==> src/rtl/test017_pkg.sv <==
// rtl/test017_pkg.sv - shared types and constants for the switch-fields method block
package test017_pkg;

  localparam int NUM_FIELDS = 4;

  localparam logic [31:0] C0 = 32'd100;
  localparam logic [31:0] C1 = 32'd200;
  localparam logic [31:0] C2 = 32'd300;
  localparam logic [31:0] C3 = 32'd400;

  typedef enum logic [2:0] {
    ST_IDLE    = 3'd0,
    ST_DECODE  = 3'd1,
    ST_WRITE   = 3'd2,
    ST_COMPARE = 3'd3,
    ST_DONE    = 3'd4
  } state_t;

  // Constant the method writes into the field chosen by sel.
  function automatic logic [31:0] case_const(input logic [1:0] sel);
    case (sel)
      2'd0:    case_const = C0;
      2'd1:    case_const = C1;
      2'd2:    case_const = C2;
      default: case_const = C3;
    endcase
  endfunction

endpackage

==> src/rtl/field_reg32.sv <==
// rtl/field_reg32.sv - 32-bit field register with external write and priority method write
module field_reg32 (
  input  logic        clk,
  input  logic        reset,
  input  logic        ext_we,
  input  logic [31:0] ext_in,
  input  logic        m_we,
  input  logic [31:0] m_data,
  output logic [31:0] value_o
);

  logic [31:0] value_q;
  logic [31:0] value_d;

  // Method write overrides a same-cycle external write.
  always_comb begin
    value_d = value_q;
    if (m_we) begin
      value_d = m_data;
    end else if (ext_we) begin
      value_d = ext_in;
    end
  end

  // Field storage, cleared by reset.
  always_ff @(posedge clk or negedge reset) begin
    if (!reset) begin
      value_q <= '0;
    end else begin
      value_q <= value_d;
    end
  end

  assign value_o = value_q;

endmodule

==> src/rtl/test017_switch_fields.sv <==
// rtl/test017_switch_fields.sv - four public fields plus the test(idx) method FSM
module test017_switch_fields
  import test017_pkg::*;
(
  input  logic        clk,
  input  logic        reset,
  input  logic [31:0] test0_in,
  input  logic        test0_we,
  output logic [31:0] test0_out,
  input  logic [31:0] test1_in,
  input  logic        test1_we,
  output logic [31:0] test1_out,
  input  logic [31:0] test2_in,
  input  logic        test2_we,
  output logic [31:0] test2_out,
  input  logic [31:0] test3_in,
  input  logic        test3_we,
  output logic [31:0] test3_out,
  input  logic [31:0] test_idx,
  input  logic        test_req,
  output logic        test_busy,
  output logic        test_return
);

  state_t      state_q, state_d;
  logic [31:0] idx_q, idx_d;
  logic [1:0]  sel_q, sel_d;
  logic        valid_q, valid_d;
  logic        cmp_q, cmp_d;
  logic        ret_q, ret_d;

  logic [31:0] ext_in   [NUM_FIELDS];
  logic        ext_we   [NUM_FIELDS];
  logic [31:0] field_val[NUM_FIELDS];
  logic        m_we     [NUM_FIELDS];
  logic [31:0] m_data;

  assign ext_in[0] = test0_in;
  assign ext_in[1] = test1_in;
  assign ext_in[2] = test2_in;
  assign ext_in[3] = test3_in;
  assign ext_we[0] = test0_we;
  assign ext_we[1] = test1_we;
  assign ext_we[2] = test2_we;
  assign ext_we[3] = test3_we;

  assign m_data = case_const(sel_q);

  for (genvar k = 0; k < NUM_FIELDS; k++) begin : g_field
    assign m_we[k] = (state_q == ST_WRITE) && valid_q && (sel_q == k[1:0]);

    field_reg32 u_field (
      .clk     (clk),
      .reset   (reset),
      .ext_we  (ext_we[k]),
      .ext_in  (ext_in[k]),
      .m_we    (m_we[k]),
      .m_data  (m_data),
      .value_o (field_val[k])
    );
  end

  assign test0_out = field_val[0];
  assign test1_out = field_val[1];
  assign test2_out = field_val[2];
  assign test3_out = field_val[3];

  // State and datapath registers; reset abandons any call in flight.
  always_ff @(posedge clk or negedge reset) begin
    if (!reset) begin
      state_q <= ST_IDLE;
      idx_q   <= '0;
      sel_q   <= '0;
      valid_q <= 1'b0;
      cmp_q   <= 1'b0;
      ret_q   <= 1'b0;
    end else begin
      state_q <= state_d;
      idx_q   <= idx_d;
      sel_q   <= sel_d;
      valid_q <= valid_d;
      cmp_q   <= cmp_d;
      ret_q   <= ret_d;
    end
  end

  // Next-state sequencing and per-state datapath updates.
  always_comb begin
    state_d = state_q;
    idx_d   = idx_q;
    sel_d   = sel_q;
    valid_d = valid_q;
    cmp_d   = cmp_q;
    ret_d   = ret_q;
    case (state_q)
      ST_IDLE: begin
        if (test_req) begin
          idx_d   = test_idx;
          state_d = ST_DECODE;
        end
      end
      ST_DECODE: begin
        // Negative indices have bit 31 set, so one upper-bits test covers both ranges.
        sel_d   = idx_q[1:0];
        valid_d = (idx_q[31:2] == 30'd0);
        state_d = ST_WRITE;
      end
      ST_WRITE: begin
        state_d = ST_COMPARE;
      end
      ST_COMPARE: begin
        cmp_d   = valid_q && (field_val[sel_q] == case_const(sel_q));
        state_d = ST_DONE;
      end
      ST_DONE: begin
        ret_d   = cmp_q;
        state_d = ST_IDLE;
      end
      default: state_d = ST_IDLE;
    endcase
  end

  // Handshake outputs: busy for every non-idle state, return held between calls.
  always_comb begin
    test_busy   = (state_q != ST_IDLE);
    test_return = ret_q;
  end

endmodule

==> config.mk <==
export PLATFORM = sky130hd
export DESIGN_NAME = test017_switch_fields
export DESIGN_NICKNAME = d
export VERILOG_FILES = /design/src/rtl/test017_pkg.sv /design/src/rtl/field_reg32.sv /design/src/rtl/test017_switch_fields.sv
export SDC_FILE = /design/constraint.sdc
export NUM_CORES = 1
export LEC_CHECK = 0
export CAP_MARGIN = 10
export CORE_MARGIN = 2
export CORE_UTILIZATION = 41
export DETAILED_ROUTE_END_ITERATION = 8
export PLACE_DENSITY_LB_ADDON = 0.2
export SYNTH_ARGS = -nofsm -noshare
export SYNTH_HDL_FRONTEND = slang
export SYNTH_HIERARCHICAL = 1
export SYNTH_SLANG_ARGS = --single-unit
==> constraint.sdc <==
create_clock -name clk -period 2.1 [get_ports clk]
set_input_delay 0.315 -clock clk [delete_from_list [all_inputs] [get_ports clk]]
set_output_delay 0.315 -clock clk [all_outputs]
set_load 0.02 [all_outputs]
======== Yosys cells after proc, flatten, opt, wreduce, memory -nomap -nowiden ========
Index checks and enable logic that the tools add are counted.
operators by class
  reductions and logical operators ........ 15
  muxes and demuxes ....................... 15
  equal/unequal tests ..................... 9
  bitwise logic cells ..................... 1
  $lt $le $gt $ge ......................... 1
operator list
  cell                                           number
  2-to-1 mux 32 bit                              11
  binary-select mux 32 bit (select 2 bit)        1
  == test 32 bit                                 1
  zero test 30 bit                               1
  one-hot mux 9 bit (3 select lines)             1
  one-hot mux 3 bit (4 select lines)             1
  nonzero test 2 bit                             4
  == test 3 x 2 -> 1 bit, second input constant  2
  logical AND 1 bit                              6
  == test 2 bit, second input constant           2
  == test 3 x 1 -> 1 bit, second input constant  1
  == test 3 bit, second input constant           1
  >= comparator 3 bit, second input constant     1
  zero test 3 bit                                1
  2-to-1 mux 3 bit                               1
  inverter 2 -> 3 bit                            1
  nonzero test 3 bit                             1
  == test 2 x 1 -> 1 bit, second input constant  1
  zero test 2 bit                                1
  inequality test 2 bit, second input constant   1
  AND reduction 2 bit                            1
word-level totals
  bits of input ports ..................... 167
  logic and storage cells ................. 51
  bits in registers ....................... 168
  output and inout port bits .............. 130

======== Logic depth before layout (Yosys ltp) ========
Gate-level depths: netlist (run 1).
  depth in word-level cells ............... 6
  gate-level depth with buffers ........... 11
  depth with buffers taken out ............ 9

======== Modules after synthesis ========
The synthesis (run 1) kept the hierarchy.
modules (own cells, without submodules)
  module                 cells an instance  area an instance (um2)  instances
  field_reg32            139                1515.2                  4
  test017_switch_fields  203                2272.2                  1

======== Worst setup path after synthesis (run 1) ========
No wires, ideal clock.
  path kind ............................... register -> register
  start point ............................. reg sel_q[0]
  end point ............................... reg cmp_q
  setup time .............................. 0.078 ns
  path slack .............................. -0.117 ns
  cell stages (with the launch flop) ...... 9
  arrival time ............................ 2.139 ns
  cells stage by stage .................... dfrtp_1 -> buf_6 -> buf_4 -> inv_1 -> ha_1 -> or2_2 -> or3_1 -> a211oi_2 -> o2bb2ai_1
RTL lines
  item                                         RTL line                      source
  start: declaration                           test017_switch_fields.sv:27   logic [1:0] sel_q, sel_d;
  start signal: assignment                     test017_switch_fields.sv:80   sel_q <= sel_d;
  == test 2 bit, or another cell as far along  n/a
  one-hot mux 9 bit (3 select lines) (*)       n/a
  net m_data[2]                                test017_switch_fields.sv:36   logic [31:0] m_data;
  2-to-1 mux 32 bit (*)                        test017_switch_fields.sv:95   case (state_q)
  == test 32 bit (*)                           test017_switch_fields.sv:112  cmp_d = valid_q && (field_val[sel_q] == case_const(sel_q));
  logical AND 1 bit (*)                        test017_switch_fields.sv:112
  end signal: assignment                       test017_switch_fields.sv:82   cmp_q <= cmp_d;
  end: declaration                             test017_switch_fields.sv:29   logic cmp_q, cmp_d;
Mark *: on every way through the listed nets, which the timed path passes. The rest lies on a longest branch. The select of a mux whose other input is x is not followed.
A chain may end at the register's enable or synchronous reset.

======== Worst setup path in the final report (run 1) ========
  start point ............................. reg state_q[2]
  end point ............................... out test_busy
on the way
  longest elaborated chain between the ends .. 1
RTL lines
  item                      RTL line                      source
  start: declaration        test017_switch_fields.sv:25   state_t state_q, state_d;
  start signal: assignment  test017_switch_fields.sv:78   state_q <= state_d;
  nonzero test 3 bit        test017_switch_fields.sv:125  test_busy = (state_q != ST_IDLE);
  end: declaration          test017_switch_fields.sv:21   output logic test_busy,
No other way between the ends.

==> results.py, run 1 <==
metrics = {
    "run_status": {
        "status": "finished clean",
    },
    "setup_path": {
        "arrival_ns": 1.69,
        "worstPathMaxFanout": 8,
        "cp_data_required_time_ns": 1.78,
        "worst-r2r-setup-slack_ns": 0.13,
        "crit_path_start_kind": "register",
        "worst_r2r_path_depth": 6,
        "rr_startpoint": "sel_q[1]",
        "worst_setup_path_endpoint": "test_busy",
        "r2r-end": "cmp_q",
        "worst_setup_path_startpoint": "state_q[2]",
        "crit_path_end_kind": "output port",
        "critical_path_class": "reg2out",
    },
    "floorplanning": {
        "design.portCount": 297,
        "fp.dieArea_mm2": 0.0215,
        "initial_utilization_pct": 41.4,
        "die_w_um": 147,
        "placeableCoreArea_mm2": 0.0201,
        "fp-row-count": 52,
        "chipHeight_um": 147,
    },
    "synthesis": {
        "synth.area.top_cells": "dfrtp_1 (50%), mux2i_1 (16%), o21ai_1 (6.7%)",
        "async_flop_share_pct": 100,
        "synthesis.yosys.warnings": 6,
        "postSynthAreaPerCell_um2": 11.0,
        "synth-seq-area-share_pct": 50.5,
        "yosys.area.top_type_share_pct": 50.5,
        "postSynth.topFlopCell": "dfrtp_1",
        "syn_area_mm2": 0.00833,
        "number_of_instances_in_the_synthesized_netlist": 759,
        "synth_seq_cells": 168,
        "synth_largest_area_cell": "dfrtp_1",
        "synth_edf_count": 0,
        "post_synth_num_cell_types": 41,
    },
    "timing": {
        "setup_viol_count_final": 0,
        "min_period_over_period_pct": 95.3,
        "max-slew-margin-rel_pct": 63.1,
        "number_of_max_slew_violations_in_the_final_report": 0,
        "finalCriticalPeriod_ns": 2.00,
        "worst_clock_skew_ns": 0.0130,
        "setup_repair_after_global_routing_missed_its_margin": "false",
        "maxClockFrequency_mhz": 500,
        "timing.final.hold_violations": 0,
        "final_hold_slack_ns": 0.388,
        "worst_margin_pin_slew_ns": 0.548,
    },
    "layout": {
        "final_net_count": 1318,
        "mostFrequentLayoutCells": "clkdlybuf4s50_1 (290), dfrtp_1 (166), nand2_1 (141), mux2i_1 (130), o21ai_1 (112)",
        "post_route_cells_drive_above_1_share_pct": 10.2,
        "final_core_util_pct": 62.0,
        "antenna-diode-count": 0,
        "layout.cells.most_common": "clkdlybuf4s50_1",
        "flow.area_growth_from_synthesis_pct": 49.6,
    },
    "global_route": {
        "gr-usage-all-layers_pct": 22.5,
        "grt_pass1_vias": 6859,
        "grt_start_max_net_pins": 65,
        "grt_pass1_wl_um": 37800,
        "antenna_found_initial": 0,
        "grt_remaining_overflow": 0,
    },
    "route": {
        "drt_pass1_iterations": 5,
        "ant_nets": 0,
        "via_count": 6834,
        "route.final.wire_length_um": 23700,
        "drt_drc_violations_left": 0,
        "drt_iter0_drc": 297,
        "vias_per_cell": 4.78,
        "wl_per_cell_um": 16.6,
    },
    "placed_design": {
        "buffer_ports.inserted": 296,
        "detailedPlacementHpwl_um": 17800,
        "finalWeightedCongestion": 0.845,
    },
    "cts": {
        "cts.root.buffer_cell": "clkbuf_16",
        "numClockSinks": 168,
        "tritoncts.num_buffers": 17,
        "h-tree-depth": 4,
        "cts_max_path_buffers": 2,
        "cts.repair_timing.setup_buffer_count": 0,
        "post_cts_clock_slew_at_the_launch_and_capture_registers_of_the_worst_setup_and_hold_paths_ns": 0.07,
        "cts_tree": "done",
        "clk-insertion-delay-late_ns": 0.43,
    },
    "power": {
        "cellPowerDensity_mw_per_mm2": 847,
        "total_leakage_power_uw": 0.00526,
        "netSwitchingPower_uw": 3410,
        "share_clk_of_total_power_pct": 28.2,
        "power_frac_seq_pct": 41.2,
        "power_report.internal_total_uw": 7140,
        "power_switching_share_pct": 32.3,
        "comb_power_share_pct": 30.6,
        "max-vdd-ir-drop_mv": 0.670,
    },
    "flow_run": {
        "max_cap_violations": 0,
    },
    "min_path": {
        "hold_class": "in2async",
    },
}
flip-flops by register name (all words and copies together), names as in the netlist:
name,count
g_field.u_field/value_o,128
test_return,1
sel_q,2
valid_q,1
cmp_q,1
state_q,3
idx_q,32
Yosys cell counts (4+ instances only):
cell	instances
buf_12	12
buf_2	33
buf_6	5
dfrtp_1	168
ha_1	5
inv_1	8
mux2_2	32
mux2i_1	130
nand2_1	141
nand3_1	4
nand4_1	6
nor2_1	14
nor3_1	5
nor4_1	28
o21ai_0	11
o21ai_1	112
o21ai_2	8
metrics by stage:
step	setup WS (ns)	setup TNS (ns)	power, µW	std cells	instance area (µm²)
final	0.0989	0	10600	1429	12500
after global routing	0.0135	0	11100	1429	12500
after detailed placement	-0.0112	-0.0112	7640	1396	11900
after CTS	0.0647	0	10600	1429	12400
after floorplan	0.00188	0	6170	858	8710
after global placement	0.143	0	7560	1396	11900
critical path: stages, from the launching register on:
cell	delay, ns
dfrtp_1	0.47
or3_1	0.44
dlygate4sd2_1	0.35
area by class of cell:
class	instances	area, µm²
well taps	270	338
inverters	8	30.0
clock buffers	19	443
flip-flops and latches	168	4210
repair buffers	320	3290
fillers	1693	7640
multi-input cells	631	4050
clock inverters	13	111
cells by family after synthesis:
| group | after synthesis | share of synthesized area, % |
|---|---|---|
| compound gates | 144 | 9.46 |
| xor+xnor | 3 | 0.315 |
| fa+ha+maj | 5 | 0.751 |
| buf+inv | 59 | 5.99 |
| flops | 168 | 50.5 |
| mux | 169 | 21.8 |
| other cells | 1 | 0.0450 |
| simple gates | 210 | 11.2 |
how the worst min path moves through the flow:
| stage | to | slack (ns) |
|---|---|---|
| global route | g_field[3].u_field/value_o[24] | 0.42 |
| global placement | g_field[3].u_field/value_o[20] | 0.28 |
| CTS | g_field[3].u_field/value_o[22] | 0.40 |
| detailed placement | g_field[3].u_field/value_o[20] | 0.28 |
| floorplan | cmp_q | 0.02 |
| finish | g_field[3].u_field/value_o[20] | 0.39 |
timing repair:
item,CTS,global route
hold endpoints to repair,40,0
hold buffers,1,0
pin swaps,0,2
setup endpoints to repair,2,1
gates cloned,0,0
gates resized for setup,2,7
power groups by stage:
| stage | logic (µW) | registers (µW) | clock network, µW |
|---|---|---|---|
| 3_3_place_gp | 3170 | 4390 | 0 |
| 6_report | 3230 | 4350 | 2970 |
| 3_5_place_dp | 3230 | 4400 | 0 |
| 2_1_floorplan | 1630 | 4550 | 0 |
| 5_1_grt | 3480 | 4450 | 3190 |
| 4_1_cts | 3240 | 4350 | 3050 |
metal layers:
| metal | GRT usage, % | part of all wire, % | vias up |
|---|---|---|---|
| met2 | 36.4 | 48 | 210 |
| li1 | - | - | 3366 |
| met4 | 6.84 | 2.2 | 0 |
| met3 | 6.47 | 7.0 | 30 |
| met1 | 29.5 | 42 | 3228 |
| met5 | 0 | 0 | - |
Note: power is estimated with default switching activity, not from simulation.
==> run 2, diff against run 1 <==
- CELL_PAD_IN_SITES_DETAIL_PLACEMENT: not set -> 1
- CELL_PAD_IN_SITES_GLOBAL_PLACEMENT: not set -> 2
- CORE_UTILIZATION: 41 -> 28
- clock period: 2.1 -> 2.06 ns (I/O delays scaled with it)
==> run 2 against run 1 <==
Via count up 1.2%. Sequential cell count unchanged. Power up 4.7%. Utilization down 19 points. Register-to-register slack worse by 0.05 ns. Design area up 2.5%. Routed wire length up 15%. Non-clock buffer count up 16. Largest cell class unchanged. Highest routed layer is now met5.
==> results.py, run 2 (same netlist as run 1, synthesis figures left out) <==
metrics = {
    "global_route": {
        "global_route.usage.met3_pct": 5.38,
        "grt_remaining_overflow": 0,
        "groute.layer.met1.usage_pct": 23.3,
        "grt_start_max_net_pins": 63,
        "met2_usage_pct": 28.5,
        "global_route.peak_usage_layer": "met2",
        "grt_pass1_vias": 7328,
        "grt_pass1_wl_um": 42400,
        "gr-usage-all-layers_pct": 17.7,
        "antenna_found_initial": 4,
    },
    "cts": {
        "post_cts_clock_slew_at_the_launch_and_capture_registers_of_the_worst_setup_and_hold_paths_ns": 0.07,
        "clk-insertion-delay-late_ns": 0.43,
        "h-tree-depth": 4,
        "cts_max_path_buffers": 2,
        "tritoncts.num_buffers": 17,
        "cts.repair_timing.setup_buffer_count": 0,
        "cts_tree": "done",
        "cts.root.buffer_cell": "clkbuf_16",
        "numClockSinks": 168,
    },
    "timing": {
        "timing.final.hold_violations": 0,
        "min_period_over_period_pct": 95.9,
        "fin_setup_tns_ns": 0,
        "max-slew-margin-rel_pct": 67.1,
        "setup_viol_count_final": 0,
        "number_of_max_slew_violations_in_the_final_report": 0,
        "worst_margin_pin_slew_ns": 0.489,
        "finalCriticalPeriod_ns": 1.98,
        "worst_clock_skew_ns": 0.0180,
        "maxClockFrequency_mhz": 506,
    },
    "setup_path": {
        "r2r-end": "cmp_q",
        "worst-r2r-setup-slack_ns": 0.08,
        "arrival_ns": 2.32,
        "crit_path_start_kind": "register",
        "worst_setup_path_startpoint": "sel_q[0]",
        "crit_path_end_kind": "register",
        "worst_setup_path_endpoint": "cmp_q",
        "cp_data_required_time_ns": 2.41,
        "rr_startpoint": "sel_q[0]",
        "critical_path_class": "reg2reg",
        "worstPathMaxFanout": 16,
        "worst_r2r_path_depth": 8,
    },
    "run_status": {
        "status": "finished clean",
    },
    "route": {
        "drt_iter0_drc": 318,
        "drt_drc_violations_left": 0,
        "wl_per_cell_um": 17.5,
        "route.final.wire_length_um": 27400,
        "vias_per_cell": 4.42,
        "drt_pass1_iterations": 5,
        "ant_nets": 0,
        "via_count": 6918,
    },
    "floorplanning": {
        "placeableCoreArea_mm2": 0.0295,
        "die_w_um": 177,
        "fp.dieArea_mm2": 0.0312,
        "initial_utilization_pct": 28.3,
        "design.portCount": 297,
        "chipHeight_um": 177,
        "fp-row-count": 63,
    },
    "min_path": {
        "hold_class": "in2async",
    },
    "layout": {
        "flow.area_growth_from_synthesis_pct": 53.3,
        "layoutNonFillerInstCount": 1565,
        "post_route_cells_drive_above_1_share_pct": 11.3,
        "final_net_count": 1334,
        "number_of_flip_flops_in_the_largest_register": 128,
        "layout.cells.most_common": "clkdlybuf4s50_1",
        "final_core_util_pct": 43.3,
        "mostFrequentLayoutCells": "clkdlybuf4s50_1 (290), dfrtp_1 (166), nand2_1 (141), mux2i_1 (130), o21ai_1 (112)",
    },
    "placed_design": {
        "detailedPlacementHpwl_um": 20700,
        "placed_cells": 1532,
        "finalWeightedCongestion": 0.783,
        "buffer_ports.inserted": 296,
    },
    "power": {
        "cellPowerDensity_mw_per_mm2": 865,
        "total_leakage_power_uw": 0.00535,
        "power.total_uw": 11100,
        "max-vdd-ir-drop_mv": 0.594,
    },
    "flow_run": {
        "max_cap_violations": 0,
    },
}
-- run 2: cell types whose count changed in the layout (fill, tap and decap cells not counted), sizes merged --
cell / change
inv: -3
clkinvlp: +1
clkbuf: +1
diode: +1
clkinv: -1
bufinv: +1
buf: +16
-- run 2: area by class of cell --
| cell class | count | area, µm² |
|---|---|---|
| Tap cell | 390 | 488 |
| Timing Repair Buffer | 336 | 3430 |
| Multi-Input combinational cell | 631 | 4050 |
| Inverter | 8 | 30.0 |
| Fill cell | 3315 | 16700 |
| Clock inverter | 11 | 115 |
| Sequential cell | 168 | 4210 |
| Clock buffer | 20 | 457 |
| Antenna cell | 1 | 2.50 |
-- run 2: layer usage --
layer	vias up	share of wire, %	wire length, µm
li1	3404	-	-
met3	15	6.8	1870
met1	3315	45	12300
met5	-	0.11	30
met2	180	47	12900
met4	4	0.93	255
-- run 2: power by group --
group          leakage [µW]  internal (µW)  switching, µW  total [µW]
combinational       0.00311           1830           1620        3450
sequential          0.00197           3930            500        4430
clock              0.000268           1750           1420        3170
total               0.00535           7510           3540       11100
-- run 2: worst min-delay path by stage --
stage,endpoint,cells after the start
finish,g_field[3].u_field/value_o[20],2
detailed placement,g_field[3].u_field/value_o[20],1
CTS,g_field[3].u_field/value_o[20],2
global route,g_field[3].u_field/value_o[21],2
global placement,g_field[3].u_field/value_o[21],1
floorplan,cmp_q,0
-- run 2: critical path, cell delays in order, from the launching register on --
cell       delay (ns)
dfrtp_1          0.42
buf_12           0.18
nor4_2           0.26
nand4_1          0.17
a221oi_2         0.32
buf_4            0.16
a32oi_1          0.10
a211oi_2         0.17
o2bb2ai_1        0.13
-- run 2: through the flow --
step / hold slack, ns / setup WS (ns) / instance area (µm²)
floorplan: 0.0134 / 0.0390 / 8710
global placement: 0.236 / 0.0840 / 12200
detailed placement: 0.243 / -0.0180 / 12200
CTS: 0.344 / 0.00559 / 12800
global route: 0.358 / -0.0297 / 12800
finish: 0.342 / 0.0835 / 12800
-- run 2: what timing repair did --
item	in CTS	in global routing
gates resized for setup	2	6
endpoints found under the setup margin	2	2
endpoints found under the hold margin	28	0
hold buffers	1	0
==> run 3, diff against run 2 <==
- PLACE_DENSITY_LB_ADDON: 0.2 -> 0.1
==> run 3 against run 2 <==
Worst hold slack got worse by 0.059 ns. Worst setup slack got worse by 0.0081 ns. Clock power about the same. Largest cell class unchanged. Count of clock-buffer cells in the layout decreased by 1. Global-route usage about the same. Power decreased by 0.21%. Register-to-register slack improved by 0.03 ns. Sequential cell count unchanged. Largest power group unchanged.
==> results.py, run 3 (same netlist as run 1, synthesis figures left out) <==
metrics = {
    "run_status": {
        "status": "finished clean",
    },
    "route": {
        "drt_pass1_iterations": 4,
        "wl_per_cell_um": 17.3,
        "route.final.wire_length_um": 27100,
        "drt_iter0_drc": 291,
        "via_count": 6946,
        "vias_per_cell": 4.44,
        "drt_drc_violations_left": 0,
        "ant_nets": 0,
    },
    "floorplanning": {
        "placeableCoreArea_mm2": 0.0295,
        "die_w_um": 177,
        "chipHeight_um": 177,
        "fp.dieArea_mm2": 0.0312,
        "fp-row-count": 63,
        "initial_utilization_pct": 28.3,
        "design.portCount": 297,
    },
    "layout": {
        "post_route_cells_drive_above_1_share_pct": 11.3,
        "flow.area_growth_from_synthesis_pct": 52.8,
        "final_net_count": 1332,
        "fillerInstances": 3296,
        "final_core_util_pct": 43.2,
        "register_area_mm2": 0.00420,
        "layout.cells.most_common": "clkdlybuf4s50_1",
        "number_of_flip_flops_in_the_largest_register": 128,
        "antenna-diode-count": 0,
        "multiInputGateArea_mm2": 0.00404,
        "mostFrequentLayoutCells": "clkdlybuf4s50_1 (290), dfrtp_1 (168), nand2_1 (141), mux2i_1 (130), o21ai_1 (112)",
    },
    "cts": {
        "cts.repair_timing.setup_buffer_count": 0,
        "cts_tree": "done",
        "numClockSinks": 168,
        "post_cts_clock_slew_at_the_launch_and_capture_registers_of_the_worst_setup_and_hold_paths_ns": 0.08,
        "h-tree-depth": 4,
        "clk-insertion-delay-late_ns": 0.43,
        "cts_max_path_buffers": 2,
        "tritoncts.num_buffers": 17,
        "cts.root.buffer_cell": "clkbuf_16",
    },
    "setup_path": {
        "worst-r2r-setup-slack_ns": 0.11,
        "cp_data_required_time_ns": 1.75,
        "crit_path_start_kind": "register",
        "r2r-end": "cmp_q",
        "worstPathMaxFanout": 8,
        "critical_path_class": "reg2out",
        "arrival_ns": 1.68,
        "crit_path_end_kind": "output port",
        "rr_startpoint": "sel_q[0]",
        "worst_r2r_path_depth": 5,
    },
    "timing": {
        "number_of_max_slew_violations_in_the_final_report": 0,
        "finalCriticalPeriod_ns": 1.98,
        "setup_repair_after_global_routing_missed_its_margin": "true",
        "max-slew-margin-rel_pct": 57.6,
        "worst_clock_skew_ns": 0.0174,
        "worst_margin_pin_slew_ns": 0.635,
        "min_period_over_period_pct": 96.3,
        "setup_ws_ns": 0.0753,
        "maxClockFrequency_mhz": 504,
        "setup_viol_count_final": 0,
        "timing.final.hold_violations": 0,
    },
    "power": {
        "total_leakage_power_uw": 0.00535,
        "max-vdd-ir-drop_mv": 0.620,
        "cellPowerDensity_mw_per_mm2": 866,
    },
    "placed_design": {
        "finalWeightedCongestion": 0.768,
        "detailedPlacementHpwl_um": 20300,
        "buffer_ports.inserted": 296,
        "dp_worst_setup_slack_ns": 0.00335,
    },
    "global_route": {
        "grt_remaining_overflow": 0,
        "gr-usage-all-layers_pct": 17.7,
        "antenna_found_initial": 2,
        "grt_pass1_wl_um": 42600,
        "grt_start_max_net_pins": 65,
        "grt_pass1_vias": 7327,
    },
    "flow_run": {
        "max_cap_violations": 0,
    },
    "min_path": {
        "hold_class": "in2async",
    },
}
[run 3: layout make-up]
type                            count  area share, %
Tap cell                          390           3.83
Multi-Input combinational cell    631           31.8
Timing Repair Buffer              334           26.7
Clock buffer                       19           3.56
Clock inverter                     13          0.865
Inverter                            8          0.236
Sequential cell                   168           33.0
[run 3: report_power, final]
| group | switching, µW | internal [µW] |
|---|---|---|
| Sequential | 499 | 3920 |
| Combinational | 1620 | 1850 |
| Clock | 1490 | 1650 |
| Total | 3610 | 7420 |
[run 3: worst max-delay path: stages (launching register included)]
cell	delay (ns)
dfrtp_1	0.47
or3_1	0.43
dlygate4sd2_1	0.35
[run 3: through the flow]
stage / hold WS, ns / instances / TNS (ns) / total power [µW] / area, µm²
after floorplan: 0.0134 / 858 / 0 / 6300 / 8710
after global routing: 0.289 / 1563 / -0.0380 / 11700 / 12700
after global placement: 0.172 / 1530 / 0 / 7950 / 12100
after CTS: 0.275 / 1563 / 0 / 11200 / 12700
after detailed placement: 0.169 / 1530 / 0 / 7990 / 12100
final: 0.283 / 1563 / 0 / 11000 / 12700
[run 3: how the worst max path moves through the flow]
| stage | from | to | cells after the start |
|---|---|---|---|
| after floorplan | sel_q[0] | cmp_q | 8 |
| final | state_q[2] | test_busy | 2 |
| after global routing | sel_q[0] | cmp_q | 7 |
| after global placement | g_field[2].u_field/value_o[17] | cmp_q | 7 |
| after CTS | sel_q[0] | cmp_q | 8 |
| after detailed placement | sel_q[0] | cmp_q | 7 |
[run 3: per-layer routing]
layer | vias to the layer above | routed length (µm) | part of all wire (%) | track usage (%)
met2 | 168 | 13100 | 48 | 29.4
met1 | 3356 | 12000 | 44 | 23.0
li1 | 3401 | - | - | -
met3 | 17 | 1730 | 6.4 | 5.08
met5 | - | 27 | 0.10 | 0
met4 | 4 | 271 | 1.0 | 3.89
[run 3: repair_timing]
item	in CTS	in global routing
endpoints found under the hold margin	15	0
resized for setup	1	6
pin swaps	0	1
hold buffers	1	0
setup endpoints to repair	1	3
